--- config.mk ---
export PLATFORM = sky130hd
export DESIGN_NAME = matrix_win3x3_1bit
export DESIGN_NICKNAME = d
export VERILOG_FILES = /design/src/rtl/matrix_win3x3_1bit.sv
export SDC_FILE = /design/constraint.sdc
export NUM_CORES = 1
export LEC_CHECK = 0
export CAP_MARGIN = 10
export CORE_MARGIN = 5
export CORE_UTILIZATION = 53
export DETAILED_ROUTE_END_ITERATION = 8
export HOLD_SLACK_MARGIN = 0.08
export PLACE_DENSITY = 0.85
export SYNTH_ARGS = -nofsm -noshare
export SYNTH_HDL_FRONTEND = slang
export SYNTH_SLANG_ARGS = --single-unit
export TNS_END_PERCENT = 100
--- constraint.sdc ---
create_clock -name clock -period 3.5 [get_ports clock]
set_clock_uncertainty 0.1 [all_clocks]
set_input_delay 0.35 -clock clock [delete_from_list [all_inputs] [get_ports clock]]
set_output_delay 0.35 -clock clock [all_outputs]
set_load 0.1 [all_outputs]
--- src/rtl/matrix_win3x3_1bit.sv ---
// 3x3 binary window builder fed by a 1-bit line-shift tap interface.
// Optional macro WIN_BORDER_ZERO_EN zeroes the taps of rows above the image.
module matrix_win3x3_1bit #(
    parameter int TAP_LAT = 1,
    parameter int IMG_W   = 640,
    parameter int IMG_H   = 480
) (
    input  logic       clock,
    input  logic       reset,
    input  logic       per_frame_vsync,
    input  logic       per_frame_href,
    input  logic       per_frame_clken,
    input  logic       per_img_bit,
    input  logic       taps0x,
    input  logic       taps1x,
    output logic       matrix_frame_vsync,
    output logic       matrix_frame_href,
    output logic       matrix_frame_clken,
    output logic [8:0] matrix_p,
    output logic       matrix_inside
);

    localparam int CW = (IMG_W > 1) ? $clog2(IMG_W) : 1;
    localparam int RW = (IMG_H > 1) ? $clog2(IMG_H) : 1;

    logic [TAP_LAT-1:0] bit_dly_r;
    logic [TAP_LAT-1:0] vsync_dly_r;
    logic [TAP_LAT-1:0] href_dly_r;
    logic [TAP_LAT-1:0] clken_dly_r;
    logic               vsync_prev_r;
    logic               href_prev_r;
    logic [CW-1:0]      col_r;
    logic [RW-1:0]      row_r;
    logic [8:0]         win_r;

    logic               bit_a_s;
    logic               vsync_a_s;
    logic               href_a_s;
    logic               clken_a_s;
    logic               vsync_rise_s;
    logic               href_rise_s;
    logic               href_fall_s;
    logic [CW-1:0]      col_eff_s;
    logic [RW-1:0]      row_eff_s;
    logic               tap0_s;
    logic               tap1_s;
    logic [8:0]         win_base_s;
    logic [8:0]         win_next_s;
    logic [CW-1:0]      col_next_s;
    logic [RW-1:0]      row_next_s;
    logic               inside_s;

    assign bit_a_s      = bit_dly_r[TAP_LAT-1];
    assign vsync_a_s    = vsync_dly_r[TAP_LAT-1];
    assign href_a_s     = href_dly_r[TAP_LAT-1];
    assign clken_a_s    = clken_dly_r[TAP_LAT-1];
    assign vsync_rise_s = vsync_a_s & ~vsync_prev_r;
    assign href_rise_s  = href_a_s & ~href_prev_r;
    assign href_fall_s  = ~href_a_s & href_prev_r;
    // Counter values as seen by the current beat: an edge this cycle restarts them.
    assign col_eff_s    = href_rise_s ? '0 : col_r;
    assign row_eff_s    = vsync_rise_s ? '0 : row_r;
    assign matrix_p     = win_r;

    // Border masking of the row taps
    always_comb begin
        tap0_s = taps0x;
        tap1_s = taps1x;
`ifdef WIN_BORDER_ZERO_EN
        if (row_eff_s == RW'(0)) begin
            tap0_s = 1'b0;
            tap1_s = 1'b0;
        end else if (row_eff_s == RW'(1)) begin
            tap0_s = taps0x;
            tap1_s = 1'b0;
        end else begin
            tap0_s = taps0x;
            tap1_s = taps1x;
        end
`endif
    end

    // Window shift/clear, column/row counting and inside flag
    always_comb begin
        win_base_s = win_r;
        win_next_s = win_r;
        col_next_s = col_eff_s;
        row_next_s = row_eff_s;
        inside_s   = 1'b0;
        if (href_rise_s) begin
            win_base_s = '0;
        end else begin
            win_base_s = win_r;
        end
        if (clken_a_s) begin
            win_next_s = {win_base_s[7:6], tap1_s, win_base_s[4:3], tap0_s,
                          win_base_s[1:0], bit_a_s};
        end else begin
            win_next_s = win_base_s;
        end
        if (clken_a_s && (col_eff_s != CW'(IMG_W - 1))) begin
            col_next_s = col_eff_s + CW'(1);
        end else begin
            col_next_s = col_eff_s;
        end
        if (href_fall_s && (row_eff_s != RW'(IMG_H - 1))) begin
            row_next_s = row_eff_s + RW'(1);
        end else begin
            row_next_s = row_eff_s;
        end
        inside_s = (row_eff_s >= RW'(2)) && (col_eff_s >= CW'(2)) && clken_a_s;
    end

    // Alignment chain, window/counter state and registered outputs
    always_ff @(posedge clock) begin
        if (reset) begin
            bit_dly_r          <= '0;
            vsync_dly_r        <= '0;
            href_dly_r         <= '0;
            clken_dly_r        <= '0;
            vsync_prev_r       <= 1'b0;
            href_prev_r        <= 1'b0;
            col_r              <= '0;
            row_r              <= '0;
            win_r              <= '0;
            matrix_frame_vsync <= 1'b0;
            matrix_frame_href  <= 1'b0;
            matrix_frame_clken <= 1'b0;
            matrix_inside      <= 1'b0;
        end else begin
            bit_dly_r[0]   <= per_img_bit;
            vsync_dly_r[0] <= per_frame_vsync;
            href_dly_r[0]  <= per_frame_href;
            clken_dly_r[0] <= per_frame_clken;
            for (int i = 1; i < TAP_LAT; i++) begin
                bit_dly_r[i]   <= bit_dly_r[i-1];
                vsync_dly_r[i] <= vsync_dly_r[i-1];
                href_dly_r[i]  <= href_dly_r[i-1];
                clken_dly_r[i] <= clken_dly_r[i-1];
            end
            vsync_prev_r       <= vsync_a_s;
            href_prev_r        <= href_a_s;
            col_r              <= col_next_s;
            row_r              <= row_next_s;
            win_r              <= win_next_s;
            matrix_frame_vsync <= vsync_a_s;
            matrix_frame_href  <= href_a_s;
            matrix_frame_clken <= clken_a_s;
            matrix_inside      <= inside_s;
        end
    end

endmodule

# After elaboration in Yosys (flattened, before gate mapping)
# Cells that the tools add are included.
[op_classes]
n_reduce_logical = 5
eq_ne = 2
mux = 6
order_cmp = 2
n_bitwise = 6
add_sub_neg = 2
[ops]
columns = ["operator", "count"]
rows = [
  ["two-way mux 9 bit", 4],
  ["two-way mux 10 bit", 2],
  ["adder 10 x 1 -> 10 bit (second input constant)", 1],
  ["greater-or-equal comparator 10 x 2 -> 1 bit (second input constant)", 1],
  ["!= test 10 bit (second input constant)", 1],
  ["adder 9 x 1 -> 9 bit (second input constant)", 1],
  ["greater-or-equal comparator 9 x 2 -> 1 bit (second input constant)", 1],
  ["!= test 9 bit (second input constant)", 1],
  ["logical AND 1 bit", 4],
  ["bitwise AND 1 bit", 3],
  ["NOT 1 bit", 3],
  ["nonzero test 2 bit", 1],
]
[totals]
wordCells = 35
ff_bits = 36
out_inout_bits = 13

# Logic depth before layout (Yosys ltp)
# Gate-level depths: netlist of run 1.
[logic_depth]
ltp_word = 6
depth_mapped = 10

# Least setup slack after synthesis of run 1
# Ideal clock, no wire load.
[synth_path]
path_type = "register -> register"
start = "reg href_prev_r"
end = "reg col_r[9]"
slack_ns = 0.613
arrival_ns = 2.716
path_stages_with_launch = 9
period_less_slack_ns = 2.887
t_required_ns = 3.329
cell_sequence = "dfxtp_1 > or2b_2 > clkbuf_1 > and2_1 > ha_1 > nand4_1 > or3b_4 > or3_1 > a21oi_1"
[synth_between]
elab_chain_len = 6
word_cells_on_any_way = 7
[synth_rtl]
columns = ["item", "line_no", "text"]
rows = [
  ["start, declared", "31", "logic href_prev_r;"],
  ["start signal, assigned", "142", "href_prev_r <= href_a_s;"],
  ["NOT 1 bit (*)", "58", "assign href_rise_s = href_a_s & ~href_prev_r;"],
  ["bitwise AND 1 bit (*)", "58", ""],
  ["two-way mux 10 bit (*)", "61", "assign col_eff_s = href_rise_s ? '0 : col_r;"],
  ["parallel branches: the longest is 2 deep, another holds adder 10 x 1 -> 10 bit", "--", ""],
  ["two-way mux 10 bit (*)", "101", "if (clken_a_s && (col_eff_s != CW'(IMG_W - 1))) begin"],
  ["end signal, assigned", "143", "col_r <= col_next_s;"],
  ["end, declared", "32", "logic [CW-1:0] col_r;"],
]
# Mark *: on every way between the ends.
# A chain may end at the register's enable or synchronous reset.

# Worst setup path in the final report of run 1
[layout_path]
start = "reg href_dly_r (netlist: href_a_s)"
end = "reg col_r[9]"
[layout_between]
elab_chain_len = 5
word_cells_on_any_way = 6
[layout_rtl]
columns = ["item", "line_no", "text"]
rows = [
  ["start, declared", "28", "logic [TAP_LAT-1:0] href_dly_r;"],
  ["start signal, assigned by index", "138", "href_dly_r[i] <= href_dly_r[i-1];"],
  ["bitwise AND 1 bit (*)", "58", ""],
  ["two-way mux 10 bit (*)", "61", ""],
  ["parallel branches: the longest is 2 deep, another holds adder 10 x 1 -> 10 bit", "--", ""],
  ["two-way mux 10 bit (*)", "101", ""],
]
# Marked as above.

==> run_results.csv, run 1 <==
group,metric,value,unit
clock_tree,ctsHoldBuffers,0,
place,place_hpwl,2380,um
worst_setup_path,worstSetupPathType,"reg2reg",
pwr,irDropWorstVdd,236,uV
route,maxUsedRoutingLayer,"met4",
sta,final-hold-violation-count,0,
route,dr_wl_met3,177,um
pwr,powerDensity,381,nW/um^2
worst_hold_path,hp-start,"href_a_s$_SDFF_PP0_",
route,drc_errors,0,
clock_tree,path_clk_slew,100,ps
worst_setup_path,cpPeakStageDelay,420,ps
synth,synthXorXnorAreaFrac,4.91,%
finish,nNetsFinal,217,
clock_tree,cts_tree,"yes",
clock_tree,cts_setup_buffers,0,
synth,syn_nets,195,
global_route,grt_pass1_wl,5640,um
outcome,status,"completed",
worst_setup_path,worst_path_max_delay_cell,"or2b_2",
route,met1Wirelength,1420,um
synth,synthCells,183,
place,gp_congestion,0.889,
clock_tree,cts_buffers,5,
worst_setup_path,worst_ep_arrival_time,2670,ps
synth,ys_seq_area_share,44.9,%
clock_tree,cts_max_path_buffers,2,
global_route,grt_max_degree,20,
floorplanning,ioPinCount,21,
sta,slew_headroom,32.6,%
sta,finalSetupViolCount,0,
sta,tightest_slew,1010,ps
finish,multi_input_area,841,um^2
pwr,power.total,0.720,mW
synth,mappedNetlistArea,1600,um^2
clock_tree,worst_skew_pair.late_latency,330,ps
worst_setup_path,cp_max_fo,12,
route,drtIter0Drc,131,
global_route,grt_usage,17.0,%
finish,n_antenna_cell,0,
worst_setup_path,cp-start-kind,"flip-flop",
global_route,antenna_found_initial,0,
clock_tree,h-tree-depth,2,
synth,synth_warnings,0,
synth,ys.flop_type,"dfxtp_1",
worst_setup_path,crit_chain,"or2b_2, and2_1, ha_1, nand4_1, or3b_4, or3_1, a21oi_1",
sta,rsz0062_at_grt,"false",
floorplanning,core-area,2980,um^2
synth,ys_async_sr_fraction,0,%
global_route,overflow,0,
clock_tree,cts.sinks,36,
route,detail_route.first_pass.iterations,4,
sta,max_freq,401,MHz
synth,syn-mean-instance-area,8.77,um^2
sta,period_minus_slack,2500,ps
sta,fin_setup_tns,0,ps
floorplanning,die_height,65.0,um
synth,synth_seq_cells,36,
synth,synth_edf_count,0,
finish,utilization,63.5,%
route,num_vias,1344,
worst_setup_path,required,3670,ps
worst_hold_path,hp-class,"reg2reg",
synth,synthMuxAreaShare,4.37,%
global_route,grt_pass1_vias,1290,
route,ant_nets,0,
job,maxCapViolCount,0,
synth,synth_adder_area_share,3.12,%
finish,drive_gt1_share,8.25,%
worst_setup_path,reg2reg_depth,7,
finish,top_register,"col_r",
place,io_buffers,20,
finish,seq_area,721,um^2
worst_setup_path,rrSetupSlack,1000,ps
synth,synth_simple_gate_area_share,29.9,%
finish,n_fill_cell,258,
route,via_per_inst,5.62,
synth,synth_top_family_by_area,"simple AND/OR/NAND/NOR gates",
route,routed_wl,3230,um
worst_setup_path,reg2reg_to,"col_r[9]$_SDFF_PP0_",
floorplanning,die-area,4230,um^2
synth,synth_cell_types,40,
worst_setup_path,cp-startpoint,"href_a_s$_SDFF_PP0_",
worst_setup_path,reg2reg_from,"href_a_s$_SDFF_PP0_",
sta,final.period_utilization,71.3,%
route,route.met2.wl,1590,um
worst_hold_path,worstHoldEndpoint,"href_prev_r$_SDFF_PP0_",
clock_tree,ctsResizeCount,0,
finish,largest_register_ffs,10,
floorplanning,core.rowCount,20,
floorplanning,die_w,65.0,um
place,pre_cts_ws,1040,ps
worst_setup_path,crit_buf_inv,0,
clock_tree,cts-root-buf,"clkbuf_4",
floorplanning,start_util,53.9,%
sta,fin_ws,1000,ps
sta,slew_viol_final,0,
worst_hold_path,min_path_cells,1,
worst_setup_path,cpLargestDelayFamily,"simple AND/OR/NAND/NOR gates",
route,wl_per_cell,13.5,um
pwr,cellLeakagePower,0.703,nW
finish,area.growth.synth_to_final,17.9,%
synth,synth_compound_area_share,10.1,%
worst_setup_path,end_kind,"flip-flop",
-- per-stage QoR --
stage               hold slack (ps)  area, um^2  instances
CTS                             390        1890        239
finish                          389        1890        239
detailed placement              370        1830        231
global placement                350        1830        231
floorplan                       322        1600        183
global route                    414        1890        239
-- Yosys cell counts, types with 2 or more instances --
library cell	instances	area, um^2
and2_1	4	25.0
nand2b_1	2	12.5
a311oi_1	2	17.5
nand4_1	4	25.0
and3_1	3	18.8
a31o_2	2	17.5
nor2_1	28	105
inv_1	4	15.0
xor2_1	3	26.3
clkbuf_1	5	18.8
xnor2_1	6	52.6
a21oi_1	10	50.1
nor4_1	4	25.0
nand2_1	17	63.8
ha_1	4	50.1
dfxtp_1	36	721
nand3_1	6	30.0
nor2b_1	9	56.3
o21ai_0	4	20.0
mux2i_1	7	70.1
nor3_1	4	20.0
-- cell type report --
| class | count | share of cell area [%] |
|---|---|---|
| inverters | 4 | 0.794 |
| well taps | 33 | 2.18 |
| repair buffers | 22 | 11.4 |
| multi-input cells | 136 | 44.4 |
| clock buffers | 8 | 3.11 |
| flip-flops and latches | 36 | 38.1 |
-- cell families after synthesis --
family                     after synthesis
AOI/OAI and AO/OA                       25
xor gates and xnor gates                 9
adders and majority gates                4
buffers and inverters                   11
DFF                                     36
muxes                                    7
and+or+nand+nor                         91
-- power breakdown --
group	internal [mW]	total, mW	switching, mW	leakage, nW
Combinational	0.0237	0.0721	0.0484	0.379
Clock	0.0991	0.228	0.129	0.0326
Sequential	0.417	0.421	0.00393	0.292
Total	0.540	0.720	0.181	0.703
-- cells in the final DEF (no fill, tap or decap), types with 4 or more instances in the layout --
cell type         n
nor4_1            4
mux2i_1           7
nor2b_1           9
nor2_1           28
inv_1             4
clkbuf_4          5
nand2_1          17
xnor2_1           6
dfxtp_1          36
and2_1            4
o21ai_0           4
nor3_1            4
nand3_1           6
ha_1              4
nand4_1           4
clkdlybuf4s50_1  20
a21oi_1          10
-- how the worst max path moves through the flow --
stage                                endpoint  slack, ps  depth (start not counted)
after detailed placement  col_r[9]$_SDFF_PP0_       1040                          7
after global placement    col_r[9]$_SDFF_PP0_       1130                          7
after global routing      col_r[9]$_SDFF_PP0_        860                          7
after floorplan           col_r[9]$_SDFF_PP0_        610                          8
after CTS                 col_r[9]$_SDFF_PP0_       1010                          7
final                     col_r[9]$_SDFF_PP0_       1000                          7
-- per-layer routing --
metal	vias to the layer above	track usage, %
met5	-	0
met2	33	29.0
met4	0	7.25
li1	675	-
met3	4	3.99
met1	632	20.2
No activity file was read; power rests on OpenSTA's default activity.
==> run 2, diff against run 1 <==
Clock period 3.5 ns to 2.39 ns, I/O delays scaled along.
==> run_results.csv, run 2 (synthesized netlist as in run 1, its figures left out) <==
group,metric,value,unit
floorplanning,ioPinCount,21,
finish,drive_gt1_share,17.1,%
pwr,cellLeakagePower,0.750,nW
place,place_hpwl,2440,um
route,wl_per_cell,13.7,um
route,drc_errors,0,
finish,top_register,"col_r",
finish,area.growth.synth_to_final,18.4,%
sta,rsz0062_at_grt,"false",
worst_setup_path,end_kind,"flip-flop",
worst_hold_path,hp-class,"in2reg",
finish,layout_commonest_cell,"dfxtp_1",
global_route,overflow,0,
outcome,status,"completed",
route,num_vias,1367,
clock_tree,cts.sinks,36,
finish,n_antenna_cell,0,
finish,nNetsFinal,221,
clock_tree,cts_buffers,5,
worst_setup_path,required,2560,ps
clock_tree,cts_max_path_buffers,2,
global_route,antenna_found_initial,0,
pwr,powerDensity,557,nW/um^2
finish,seq_area,728,um^2
finish,stdcell_count,243,
place,placed_cell_area,1840,um^2
global_route,grt_max_degree,21,
sta,period_minus_slack,2260,ps
floorplanning,die_w,65.0,um
route,via_per_inst,5.63,
pwr,irDropWorstVdd,329,uV
sta,tightest_slew,458,ps
finish,multi_input_area,843,um^2
place,io_buffers,20,
place,gp_congestion,0.850,
global_route,grt_pass1_wl,5710,um
clock_tree,path_clk_slew,100,ps
worst_setup_path,worst_ep_arrival_time,2430,ps
route,drtIter0Drc,87,
worst_setup_path,worstSetupPathType,"reg2reg",
sta,slew_viol_final,0,
worst_setup_path,cp-start-kind,"flip-flop",
pwr,power.total,1.06,mW
clock_tree,cts_setup_buffers,0,
floorplanning,die-area,4230,um^2
floorplanning,die_height,65.0,um
floorplanning,start_util,53.9,%
clock_tree,ctsHoldBuffers,0,
sta,finalSetupViolCount,0,
floorplanning,core-area,2980,um^2
clock_tree,worst_skew_pair.late_latency,340,ps
worst_setup_path,cp_max_fo,5,
global_route,grt_pass1_vias,1318,
route,ant_nets,0,
route,detail_route.first_pass.iterations,4,
sta,final.period_utilization,94.6,%
floorplanning,core.rowCount,20,
finish,final_cell_mix,"dfxtp_1, nor2_1, buf_4",
sta,slew_headroom,69.5,%
clock_tree,ctsResizeCount,0,
finish,largest_register_ffs,10,
worst_setup_path,reg2reg_depth,7,
worst_hold_path,min_path_cells,2,
finish,design_area,1900,um^2
place,dpl.cell_count,235,
clock_tree,cts_tree,"yes",
clock_tree,cts-root-buf,"clkbuf_4",
sta,max_freq,442,MHz
finish,n_fill_cell,246,
clock_tree,h-tree-depth,2,
route,routed_wl,3330,um
sta,final-hold-violation-count,0,
global_route,grt_usage,17.6,%
job,maxCapViolCount,0,
==> run 2: cell types whose count changed in the layout (fill, tap and decap cells not counted) <==
cell,previous run,this run
or2b_2,1,0
buf_4,2,19
clkdlybuf4s50_1,20,7
dfxtp_1,36,34
dfxtp_4,0,2
or2b_4,0,1
==> run 2: worst paths after layout <==
| path | from | endpoint | slack, ps |
|---|---|---|---|
| worst max register to register | href_a_s$_SDFF_PP0_ | col_r[9]$_SDFF_PP0_ | 130 |
| worst max-delay path | href_a_s$_SDFF_PP0_ | col_r[9]$_SDFF_PP0_ | 130 |
| worst min register to register | href_a_s$_SDFF_PP0_ | href_prev_r$_SDFF_PP0_ | 370 |
| worst min-delay path | per_frame_vsync | vsync_a_s$_SDFF_PP0_ | 350 |
==> run 2: layout make-up <==
type                            instances  area share (%)
Multi-Input combinational cell        136            44.4
Sequential cell                        36            38.3
Timing Repair Buffer                   26            11.2
Clock buffer                            8            3.10
Tap cell                               33            2.17
Inverter                                4           0.791
==> run 2: worst max-delay path, stage by stage, from the launching register on <==
cell	delay (ps)
dfxtp_1	340
or2b_4	270
and2_1	190
ha_1	270
nand4_1	140
or3b_4	400
or3_1	320
a21oi_1	160
==> run 2: routing by layer <==
metal	GRT usage (%)	wire [um]	up-vias
met5	0	0	-
met4	8.55	52	0
met3	4.68	207	6
met2	30.8	1700	38
met1	19.7	1370	639
li1	-	-	684
==> run 2: through the flow <==
| step | utilization (%) | setup WS [ps] | hold WS (ps) | TNS [ps] |
|---|---|---|---|---|
| after floorplan | - | -81.9 | 201 | -81.9 |
| after CTS | 63.8 | 137 | 335 | 0 |
| final | 63.8 | 129 | 347 | 0 |
| after global routing | 63.8 | 37.9 | 347 | 0 |
| after global placement | 61.8 | 275 | 351 | 0 |
| after detailed placement | 61.8 | 161 | 357 | 0 |
==> run 2: power breakdown <==
group | switching, mW | internal (mW) | leakage, nW
sequential | 0.00574 | 0.609 | 0.293
combinational | 0.0711 | 0.0359 | 0.424
clock | 0.190 | 0.145 | 0.0326
